$ cat src/rtl/out_mem_rd_arb.sv
// out_mem_rd_arb: two-way arbiter for the output-memory read port.
// Requester 0 is host readback, requester 1 is the next-layer input loader.
// A grant starts a burst of consecutive rows. Each beat broadcasts one row
// address to every bank. Returned data is tagged with its owner and a
// last-beat flag. While block_rd is high (master writing tiles), no grant
// and no beat is issued.
//
// Handshake contract: a requester raises req[i] and holds addr/len stable
// until it sees the one-cycle, one-hot gnt[i] pulse. Read data carries no
// backpressure. rvalid[i] marks a beat for requester i. rlast marks the
// final beat of a burst and is 0 whenever rvalid is 0.
module out_mem_rd_arb #(
    parameter int NUM_BANK   = 16,
    parameter int DATA_WIDTH = 32,
    parameter int ADDR_WIDTH = 16,
    parameter int MAX_BURST  = 64,
    parameter int RD_LATENCY = 1
) (
    input  logic                             clk,
    input  logic                             rst,
    input  logic [1:0]                       req,
    input  logic [ADDR_WIDTH-1:0]            addr0,
    input  logic [ADDR_WIDTH-1:0]            addr1,
    input  logic [$clog2(MAX_BURST):0]       len0,
    input  logic [$clog2(MAX_BURST):0]       len1,
    output logic [1:0]                       gnt,
    input  logic                             block_rd,
    output logic                             mem_rd_en,
    output logic [ADDR_WIDTH-1:0]            mem_rd_addr,
    input  logic [NUM_BANK*DATA_WIDTH-1:0]   mem_rd_data,
    output logic [1:0]                       rvalid,
    output logic                             rlast,
    output logic [NUM_BANK*DATA_WIDTH-1:0]   rdata,
    output logic                             busy,
    output logic                             dbg_state
);

    localparam int LEN_W = $clog2(MAX_BURST) + 1;
    localparam logic [LEN_W-1:0] MAX_LEN = LEN_W'(MAX_BURST);
    localparam logic [LEN_W-1:0] ONE_LEN = LEN_W'(1);

    typedef enum logic {
        IDLE  = 1'b0,
        BURST = 1'b1
    } state_t;

    // Arbitration and burst-issue state
    state_t                  state_q, state_d;
    logic                    ptr_q, ptr_d;
    logic                    owner_q, owner_d;
    logic [ADDR_WIDTH-1:0]   base_q, base_d;
    logic [LEN_W-1:0]        len_q, len_d;
    logic [LEN_W-1:0]        beat_q, beat_d;

    // Registered outputs toward requesters and memory
    logic [1:0]              gnt_q, gnt_d;
    logic                    rd_en_q, rd_en_d;
    logic [ADDR_WIDTH-1:0]   rd_addr_q, rd_addr_d;
    logic                    issue_last_q, issue_last_d;
    logic                    busy_q, busy_d;

    // Response pipeline: per-requester valid plus last flag, one stage per
    // cycle of memory latency, so the final stage lines up with mem_rd_data.
    logic [RD_LATENCY-1:0][1:0] rv_q, rv_d;
    logic [RD_LATENCY-1:0]      lst_q, lst_d;

    // Arbitration temporaries
    logic                    sel_win;
    logic [ADDR_WIDTH-1:0]   sel_addr;
    logic [LEN_W-1:0]        sel_len;

    // A zero length still moves one row; oversize requests are cut to MAX_BURST.
    function automatic logic [LEN_W-1:0] eff_len(input logic [LEN_W-1:0] l);
        if (l == '0) begin
            eff_len = ONE_LEN;
        end else if (l > MAX_LEN) begin
            eff_len = MAX_LEN;
        end else begin
            eff_len = l;
        end
    endfunction

    // Next-state and next-output logic for the IDLE/BURST controller
    always_comb begin
        state_d      = state_q;
        ptr_d        = ptr_q;
        owner_d      = owner_q;
        base_d       = base_q;
        len_d        = len_q;
        beat_d       = beat_q;
        gnt_d        = 2'b00;
        rd_en_d      = 1'b0;
        rd_addr_d    = rd_addr_q;
        issue_last_d = 1'b0;
        sel_win      = 1'b0;
        sel_addr     = '0;
        sel_len      = '0;

        case (state_q)
            IDLE: begin
                // block_rd outranks any pending request; the grant just waits.
                if (!block_rd && (req != 2'b00)) begin
                    if (req == 2'b11) begin
                        sel_win = ptr_q;
                    end else begin
                        sel_win = req[1];
                    end
                    sel_addr = sel_win ? addr1 : addr0;
                    sel_len  = eff_len(sel_win ? len1 : len0);

                    gnt_d        = sel_win ? 2'b10 : 2'b01;
                    state_d      = BURST;
                    base_d       = sel_addr;
                    len_d        = sel_len;
                    owner_d      = sel_win;
                    ptr_d        = ~sel_win;
                    // The first beat leaves together with the grant pulse.
                    rd_en_d      = 1'b1;
                    rd_addr_d    = sel_addr;
                    beat_d       = ONE_LEN;
                    issue_last_d = (sel_len == ONE_LEN);
                end
            end
            BURST: begin
                if (beat_q == len_q) begin
                    // All beats are out. Returning to IDLE costs one cycle,
                    // which is the arbitration bubble between bursts.
                    state_d = IDLE;
                    beat_d  = '0;
                end else if (!block_rd) begin
                    rd_en_d      = 1'b1;
                    rd_addr_d    = base_q + ADDR_WIDTH'(beat_q);
                    beat_d       = beat_q + ONE_LEN;
                    issue_last_d = ((beat_q + ONE_LEN) == len_q);
                end
            end
            default: begin
                state_d = IDLE;
            end
        endcase
    end

    // Shift owner and last tags alongside the issued read strobe
    always_comb begin
        rv_d     = '0;
        lst_d    = '0;
        rv_d[0]  = rd_en_q ? (owner_q ? 2'b10 : 2'b01) : 2'b00;
        lst_d[0] = rd_en_q & issue_last_q;
        for (int i = 1; i < RD_LATENCY; i++) begin
            rv_d[i]  = rv_q[i-1];
            lst_d[i] = lst_q[i-1];
        end
    end

    // busy covers the whole burst plus every response still in flight
    always_comb begin
        busy_d = (state_d == BURST) || (rv_d != '0);
    end

    // State and output registers; reset drops any in-flight responses
    always_ff @(posedge clk) begin
        if (rst) begin
            state_q      <= IDLE;
            ptr_q        <= 1'b0;
            owner_q      <= 1'b0;
            base_q       <= '0;
            len_q        <= '0;
            beat_q       <= '0;
            gnt_q        <= 2'b00;
            rd_en_q      <= 1'b0;
            rd_addr_q    <= '0;
            issue_last_q <= 1'b0;
            busy_q       <= 1'b0;
            rv_q         <= '0;
            lst_q        <= '0;
        end else begin
            state_q      <= state_d;
            ptr_q        <= ptr_d;
            owner_q      <= owner_d;
            base_q       <= base_d;
            len_q        <= len_d;
            beat_q       <= beat_d;
            gnt_q        <= gnt_d;
            rd_en_q      <= rd_en_d;
            rd_addr_q    <= rd_addr_d;
            issue_last_q <= issue_last_d;
            busy_q       <= busy_d;
            rv_q         <= rv_d;
            lst_q        <= lst_d;
        end
    end

    assign gnt         = gnt_q;
    assign mem_rd_en   = rd_en_q;
    assign mem_rd_addr = rd_addr_q;
    assign rvalid      = rv_q[RD_LATENCY-1];
    assign rlast       = lst_q[RD_LATENCY-1];
    assign rdata       = mem_rd_data;
    assign busy        = busy_q;
    assign dbg_state   = (state_q == BURST);

endmodule

$ cat config.mk
export PLATFORM = sky130hd
export DESIGN_NAME = out_mem_rd_arb
export DESIGN_NICKNAME = d
export VERILOG_FILES = /design/src/rtl/out_mem_rd_arb.sv
export SDC_FILE = /design/constraint.sdc
export NUM_CORES = 1
export LEC_CHECK = 0
export ABC_AREA = 1
export CAP_MARGIN = 15
export CORE_AREA = 2 2 434 436
export CTS_BUF_LIST = sky130_fd_sc_hd__clkbuf_4 sky130_fd_sc_hd__clkbuf_8 sky130_fd_sc_hd__clkbuf_16
export DETAILED_ROUTE_END_ITERATION = 16
export DIE_AREA = 0 0 436 438
export PLACE_DENSITY = 0.33
export SKIP_LAST_GASP = 1
export SLEW_MARGIN = 5
export SYNTH_ARGS = -nofsm -noshare
export SYNTH_HDL_FRONTEND = slang
export SYNTH_SLANG_ARGS = --single-unit
$ cat constraint.sdc
create_clock -name clk -period 4.8 [get_ports clk]
set_input_delay 1.44 -clock clk [delete_from_list [all_inputs] [get_ports clk]]
set_output_delay 1.44 -clock clk [all_outputs]
set_load 0.05 [all_outputs]
==> results of run 1 <==
==> routing by layer <==
metal	vias to the layer above	share of wire, %	track usage (%)
li1	1837	-	-
met1	1897	15	3.30
met2	735	47	12.8
met3	144	34	12.5
met4	10	2.6	2.02
met5	-	0.38	1.09
==> kinds of logic (layout without fill, tap and decap cells) <==
| group | Yosys count | count (layout) |
|---|---|---|
| adder cells (fa/ha/maj) | 9 | 9 |
| XOR/XNOR | 13 | 13 |
| multiplexers | 5 | 5 |
| flip-flops | 57 | 57 |
| buffers and inverters | 587 | 151 |
| AND/OR/NAND/NOR | 288 | 288 |
| AO/OA/AOI/OAI | 81 | 81 |
==> cells in the mapped netlist, types with 3 or more instances <==
cell type,instances,share of area [%]
sky130_fd_sc_hd__ha_1,8,1.4
sky130_fd_sc_hd__o21ai_1,14,0.96
sky130_fd_sc_hd__a31oi_1,8,0.69
sky130_fd_sc_hd__xnor2_1,5,0.60
sky130_fd_sc_hd__nand4_1,6,0.52
sky130_fd_sc_hd__nand2_2,4,0.34
sky130_fd_sc_hd__nand2_1,161,8.3
sky130_fd_sc_hd__a21oi_1,20,1.4
sky130_fd_sc_hd__nor2_1,56,2.9
sky130_fd_sc_hd__clkbuf_1,10,0.52
sky130_fd_sc_hd__nand3_1,41,2.8
sky130_fd_sc_hd__buf_4,512,53
sky130_fd_sc_hd__nand3_2,3,0.41
sky130_fd_sc_hd__inv_2,7,0.36
sky130_fd_sc_hd__buf_2,5,0.34
sky130_fd_sc_hd__dfxtp_1,57,16
sky130_fd_sc_hd__o21ai_0,33,2.3
sky130_fd_sc_hd__inv_1,50,2.6
sky130_fd_sc_hd__xor2_1,7,0.84
sky130_fd_sc_hd__or2_2,3,0.26
sky130_fd_sc_hd__mux2i_1,5,0.69
==> tightest hold or removal path, delay by kind of cell, from the launching register on <==
family        cells  cell delay [ns]
simple gates      2             0.10
flops             1             0.30
==> flip-flops by register name (all words and copies together) (netlist names) <==
name          count
base_q           16
mem_rd_addr      16
beat_q            7
len_q             7
gnt               2
rvalid            2
busy              1
dbg_state         1
issue_last_q      1
mem_rd_en         1
owner_q           1
ptr_q             1
rlast             1
==> power breakdown <==
group	switching, uW	total, uW	leakage (uW)	internal [uW]
combinational	310	456	0.00142	146
clock	234	682	0.000155	449
sequential	41.5	556	0.000467	515
total	585	1690	0.00204	1110
==> area by class of cell <==
cell class | instances | area (sq um)
Multi-Input combinational cell | 396 | 1970
Clock inverter | 6 | 83.8
Inverter | 57 | 214
Timing Repair Buffer | 79 | 773
Clock buffer | 9 | 225
Tap cell | 2495 | 3120
Fill cell | 22400 | 179000
Sequential cell | 57 | 1140
==> stage by stage <==
step                hold slack [ns]  setup slack (ns)
detailed placement            0.437              1.42
global placement              0.441              1.39
global route                  0.475              1.55
finish                        0.447              1.62
CTS                           0.444              1.49
floorplan                     0.404              1.75
==> how the worst max path moves through the flow <==
stage | from | end | slack, ns | cells after the start
after CTS | mem_rd_addr[7]$_SDFFE_PP0P_ | mem_rd_addr[7] | 1.49 | 1
after global routing | mem_rd_addr[7]$_SDFFE_PP0P_ | mem_rd_addr[7] | 1.55 | 1
after global placement | req[1] | mem_rd_addr[2]$_SDFFE_PP0P_ | 1.39 | 8
final | mem_rd_addr[10]$_SDFFE_PP0P_ | mem_rd_addr[10] | 1.62 | 1
after detailed placement | req[1] | mem_rd_addr[2]$_SDFFE_PP0P_ | 1.42 | 8
after floorplan | mem_rd_data[0] | rdata[0] | 1.75 | 1
==> placed cells by master (no fill, tap or decap), types with 2 or more instances in the layout <==
master                            synthesis  final
sky130_fd_sc_hd__inv_2                    7      7
sky130_fd_sc_hd__buf_4                  512      7
sky130_fd_sc_hd__mux2i_1                  5      5
sky130_fd_sc_hd__bufinv_16                0      2
sky130_fd_sc_hd__xor2_1                   7      7
sky130_fd_sc_hd__nand2_2                  4      4
sky130_fd_sc_hd__a21oi_2                  2      2
sky130_fd_sc_hd__or2_0                    2      2
sky130_fd_sc_hd__nor2_2                   2      2
sky130_fd_sc_hd__o21ai_0                 33     33
sky130_fd_sc_hd__nand2_1                161    161
sky130_fd_sc_hd__nand2_4                  2      2
sky130_fd_sc_hd__dfxtp_1                 57     57
sky130_fd_sc_hd__xnor2_1                  5      5
sky130_fd_sc_hd__nand4_1                  6      6
sky130_fd_sc_hd__inv_1                   50     50
sky130_fd_sc_hd__nand3_2                  3      3
sky130_fd_sc_hd__or2_2                    3      3
sky130_fd_sc_hd__ha_1                     8      8
sky130_fd_sc_hd__clkinv_2                 0      3
sky130_fd_sc_hd__a31oi_1                  8      8
sky130_fd_sc_hd__nor2_1                  56     56
sky130_fd_sc_hd__clkbuf_16                0      9
sky130_fd_sc_hd__o21ai_1                 14     14
sky130_fd_sc_hd__nor2_4                   2      2
sky130_fd_sc_hd__clkdlybuf4s50_1          0     72
sky130_fd_sc_hd__a21oi_1                 20     20
sky130_fd_sc_hd__nand3_1                 41     41
==> results.md, run 1 <==
- Avg Vias per Cell: 1.49
- summed negative setup slack over all endpoints: 0 ns
- post-cts sizing count: 0
- post-CTS clock slew at the launch and capture registers of the worst setup and hold paths: 0.05 ns
- antenna viol nets, final: 0
- largest fanout of any net on the critical path: 2
- H-tree depth: 3
- antenna diode count: 0
- post-synthesis cell count: 1040
- final setup violation count: 0
- Slew Limit Headroom: 43.3%
- nets in the synthesized netlist: 1612
- remaining routing DRC violations: 0
- final standard cell area without fillers: 0.00753 sq mm
- list of cells traversed by the critical path: clkdlybuf4s50_1
- hold path cells: 2
- RSZ-0062 raised after global routing: false
- status: complete, no violations
- unique cell type count in the Yosys netlist: 41
- vias after detailed routing: 4623
- transition time at the pin with the least slew margin: 0.849 ns
- hold-fix buffer count after cts: 0
- CTS sink cnt: 57
- cell area after synthesis: 0.00726 sq mm
- die area: 0.191 sq mm
- worst hold path type: flop to flop
- Root Buffer Master: sky130_fd_sc_hd__clkbuf_16
- xor-xnor portion of the synthesized cell area: 1.67%
- simple-gate portion of the synthesized area: 17.2%
- Layout Skew: 0.0105 ns
- largest buffer count on any clock path: 2
- CTS tree: built
- global router's overall resource usage: 7.70%
- longest individual stage delay on the worst path: 1.04 ns
- critical path arrival: 1.74 ns
- Total Power: 1690 uW
- Die Width: 436 um
- detailed placer's ending HPWL: 72400 um
- max_cap viols: 0
- Avg WL per Cell: 25.0 um
- die height: 438 um
- core footprint: 0.187 sq mm
- slack of the worst reg-to-reg path: 2.63 ns
- total number of yosys warnings: 0
- utilization after layout: 4.04%
- length of the first detailed-routing pass in iterations: 4
- number of top-level pins: 1099
- pin count of the biggest net entering global routing: 32
- via count of the first global-routing pass: 4636
- Pleak: 0.00204 uW
- areal power density over the cells: 225 mW/mm^2
- total count of max-transition violations in the final report: 0
- cell area after placement: 0.00722 sq mm
- CP max stage cell: sky130_fd_sc_hd__clkdlybuf4s50_1
- ys flop type: sky130_fd_sc_hd__dfxtp_1
- first-pass GRT wire length: 87000 um
- share of synthesized registers carrying an async set or reset: 0%
- share of the synthesized area in compound gates (AO/OA/AOI/OAI): 5.94%
- CP Class: flop to output pin
- main combinational cell family by area after synthesis: buffers and inverters
- share of final-layout standard cells stronger than drive strength 1: 8.11%
- EDFF count, synth: 0
- required time at the endpoint of the critical path: 3.36 ns
- Hold Crit Start: issue_last_q$_SDFF_PP0_
- FP Rows: 159
- fraction of the yosys area taken by sequential cells: 15.7%
- non-filler cells in the finished layout: 3099
- initial antenna violation count: 0
- Placed Cells: 3084
- number of flip-flops and latches in the synthesized netlist: 57
- endpoint of the worst-slack reg-to-reg timing path: mem_rd_addr[12]$_SDFFE_PP0P_
- post-CTS setup buffer count: 0
- capturing element type of the critical path: output pin
- Worst R2R Start: beat_q[0]$_SDFFE_PP0P_
- maximum clock frequency: 0.315 GHz
- total clock buffers created by CTS: 9
- Port Buf Inserts: 74
- startpoint kind of the worst setup timing path: flop
- routability congestion estimate from global placement: 0.704
- global route total overflow: 0
- average cell area after synthesis: 6.99 sq um
- initial detailed-routing violation count: 255
- endpoint of the worst hold path: rlast$_SDFF_PP0_
- final hold violations: 0
- adder-cell area share of the yosys netlist: 1.65%
- clk_lat worst skew: 0.34 ns
- Final Cycle Share: 66.2%
- Top Family by Delay on Critical Path: buffers and inverters
- share of cell area taken by muxes after synthesis: 0.689%
- Area growth syn-to-layout: 3.69%
- Peak supply drop: 0.145 mV
- wirelength, routed: 77400 um
- number of nets in the layout: 1172
- minimum clock period: 3.18 ns
- starting density of the core: 3.89%
- r2r worst-path depth: 13
- buffer and inverter count on the worst path: 1
Note: power is estimated with default switching activity, not from simulation.
==> run 2: changes to the inputs <==
- CORE_AREA: 2 2 434 436 -> 2 2 426 428
- DIE_AREA: 0 0 436 438 -> 0 0 428 430
- PLACE_DENSITY: 0.33 -> 0.34
- clock period: 4.8 -> 3.2 ns (I/O delays scaled with it)
==> run 2 against run 1 <==
Net effect:
- clock power up 58%
- sequential cell count unchanged
- global-route usage fell by 0.080 points
- register-to-register slack got worse by 1.7 ns
- sequential share of layout area is 0.056 points higher
- critical path type unchanged
- clock skew fell by 0.0040 ns
- via count rose by 2.4%
- hold slack improved by 0.019 ns
==> results.md, run 2 (same netlist as run 1, synthesis figures left out) <==
- most common cell after layout, fill and taps aside: sky130_fd_sc_hd__nand2_1
- endpoint of the worst-slack reg-to-reg timing path: mem_rd_addr[12]$_SDFFE_PP0P_
- maximum clock frequency: 0.376 GHz
- utilization after layout: 4.17%
- worst hold path type: flop to flop
- r2r worst-path depth: 13
- detailed placer's ending HPWL: 67500 um
- Area growth syn-to-layout: 3.31%
- Peak supply drop: 0.250 mV
- CTS sink cnt: 57
- final setup violation count: 0
- max_cap viols: 0
- Layout Skew: 0.00646 ns
- final standard cell area without fillers: 0.00750 sq mm
- length of the first detailed-routing pass in iterations: 4
- CP Class: flop to output pin
- antenna diode count: 0
- number of top-level pins: 1099
- buffer and inverter count on the worst path: 1
- antenna viol nets, final: 0
- hold path cells: 2
- sequential cell fraction of total power: 32.1%
- clk_lat worst skew: 0.34 ns
- remaining routing DRC violations: 0
- largest fanout of any net on the critical path: 2
- core footprint: 0.180 sq mm
- relative contribution of combinational cells to total power: 26.7%
- post-CTS setup buffer count: 0
- Final Cycle Share: 83.1%
- Pleak: 0.00210 uW
- Port Buf Inserts: 74
- longest individual stage delay on the worst path: 0.91 ns
- required time at the endpoint of the critical path: 2.24 ns
- Hold Crit Start: owner_q$_SDFFE_PP0P_
- Worst R2R Start: beat_q[0]$_SDFFE_PP0P_
- initial detailed-routing violation count: 308
- RSZ-0062 raised after global routing: false
- routability congestion estimate from global placement: 0.721
- areal power density over the cells: 348 mW/mm^2
- Avg WL per Cell: 24.7 um
- Layout fillers: 21.3k
- total count of max-transition violations in the final report: 0
- starting density of the core: 4.04%
- post-CTS clock slew at the launch and capture registers of the worst setup and hold paths: 0.05 ns
- commonest non-fill, non-tap cells in the layout: sky130_fd_sc_hd__nand2_1 (161), sky130_fd_sc_hd__clkdlybuf4s50_1 (73), sky130_fd_sc_hd__dfxtp_1 (57), sky130_fd_sc_hd__nor2_1 (56), sky130_fd_sc_hd__inv_1 (50)
- clock share of power: 41.2%
- summed negative setup slack over all endpoints: 0 ns
- hold-fix buffer count after cts: 0
- Total Power: 2610 uW
- internal power: 1730 uW
- die height: 430 um
- via count of the first global-routing pass: 4683
- FP Rows: 156
- list of cells traversed by the critical path: clkdlybuf4s50_1
- pin count of the biggest net entering global routing: 28
- Switching Fraction: 33.9%
- CP max stage cell: sky130_fd_sc_hd__clkdlybuf4s50_1
- Root Buffer Master: sky130_fd_sc_hd__clkbuf_16
- share of final-layout standard cells stronger than drive strength 1: 9.30%
- minimum clock period: 2.66 ns
- initial antenna violation count: 0
- H-tree depth: 3
- global route total overflow: 0
- endpoint of the worst hold path: rvalid[1]$_SDFF_PP0_
- post-cts sizing count: 0
- first-pass GRT wire length: 83800 um
- total clock buffers created by CTS: 9
- number of nets in the layout: 1180
- startpoint kind of the worst setup timing path: flop
- die area: 0.184 sq mm
- vias after detailed routing: 4734
- cell area after placement: 0.00718 sq mm
- Die Width: 428 um
- capturing element type of the critical path: output pin
- slack of the worst reg-to-reg path: 0.97 ns
- wirelength, routed: 73600 um
- transition time at the pin with the least slew margin: 0.644 ns
- Avg Vias per Cell: 1.59
- CTS tree: built
- status: complete, no violations
- critical path arrival: 1.70 ns
- final hold violations: 0
- Top Family by Delay on Critical Path: buffers and inverters
- net switching power: 885 uW
- Slew Limit Headroom: 57.0%
- largest buffer count on any clock path: 2
- global router's overall resource usage: 7.62%
run 2: final cells by class:
cell class | instances | area, sq um | share of cell area (%)
Timing Repair Buffer | 87 | 886 | 11.8
Sequential cell | 57 | 1140 | 15.2
Inverter | 57 | 214 | 2.85
Clock buffer | 11 | 246 | 3.28
Tap cell | 2370 | 2970 | 39.5
Clock inverter | 5 | 78.8 | 1.05
Multi-Input combinational cell | 396 | 1970 | 26.3
run 2: tightest hold or removal path, stage by stage (launching register included):
cell                      delay (ns)
sky130_fd_sc_hd__dfxtp_1        0.33
sky130_fd_sc_hd__nand2_1        0.06
sky130_fd_sc_hd__nor2_1         0.03
run 2: how the worst max path moves through the flow:
stage / startpoint / to / slack [ns] / cells past startpoint
5_1_grt: mem_rd_addr[5]$_SDFFE_PP0P_ / mem_rd_addr[5] / 0.54 / 1
2_1_floorplan: mem_rd_data[0] / rdata[0] / 1.11 / 1
3_5_place_dp: block_rd / mem_rd_addr[7]$_SDFFE_PP0P_ / 0.26 / 10
4_1_cts: mem_rd_addr[5]$_SDFFE_PP0P_ / mem_rd_addr[5] / 0.53 / 1
6_report: mem_rd_addr[5]$_SDFFE_PP0P_ / mem_rd_addr[5] / 0.54 / 1
3_3_place_gp: req[1] / mem_rd_addr[7]$_SDFFE_PP0P_ / 0.24 / 9
run 2: metal layers:
layer  global-route usage, %  routed length [um]  vias up
met1                    4.11               14300     1977
met4                    1.87                1690       14
met3                    13.1               26400      134
met5                    2.63                 527        -
li1                        -                   -     1847
met2                    11.0               30700      762
run 2: metrics by stage:
stage | setup slack [ns] | hold slack, ns | std cells
3_5_place_dp | 0.258 | 0.462 | 2967
2_1_floorplan | 1.11 | 0.404 | 1040
4_1_cts | 0.533 | 0.472 | 2983
3_3_place_gp | 0.242 | 0.465 | 2967
6_report | 0.540 | 0.466 | 2983
5_1_grt | 0.536 | 0.501 | 2983
run 2: power by group through the flow:
stage               logic [uW]  registers (uW)  clock network [uW]
global placement           725             857                   0
floorplan                 2010             939                   0
CTS                        722             841                1100
global route               758             847                1130
detailed placement         719             855                   0
finish                     698             839                1080
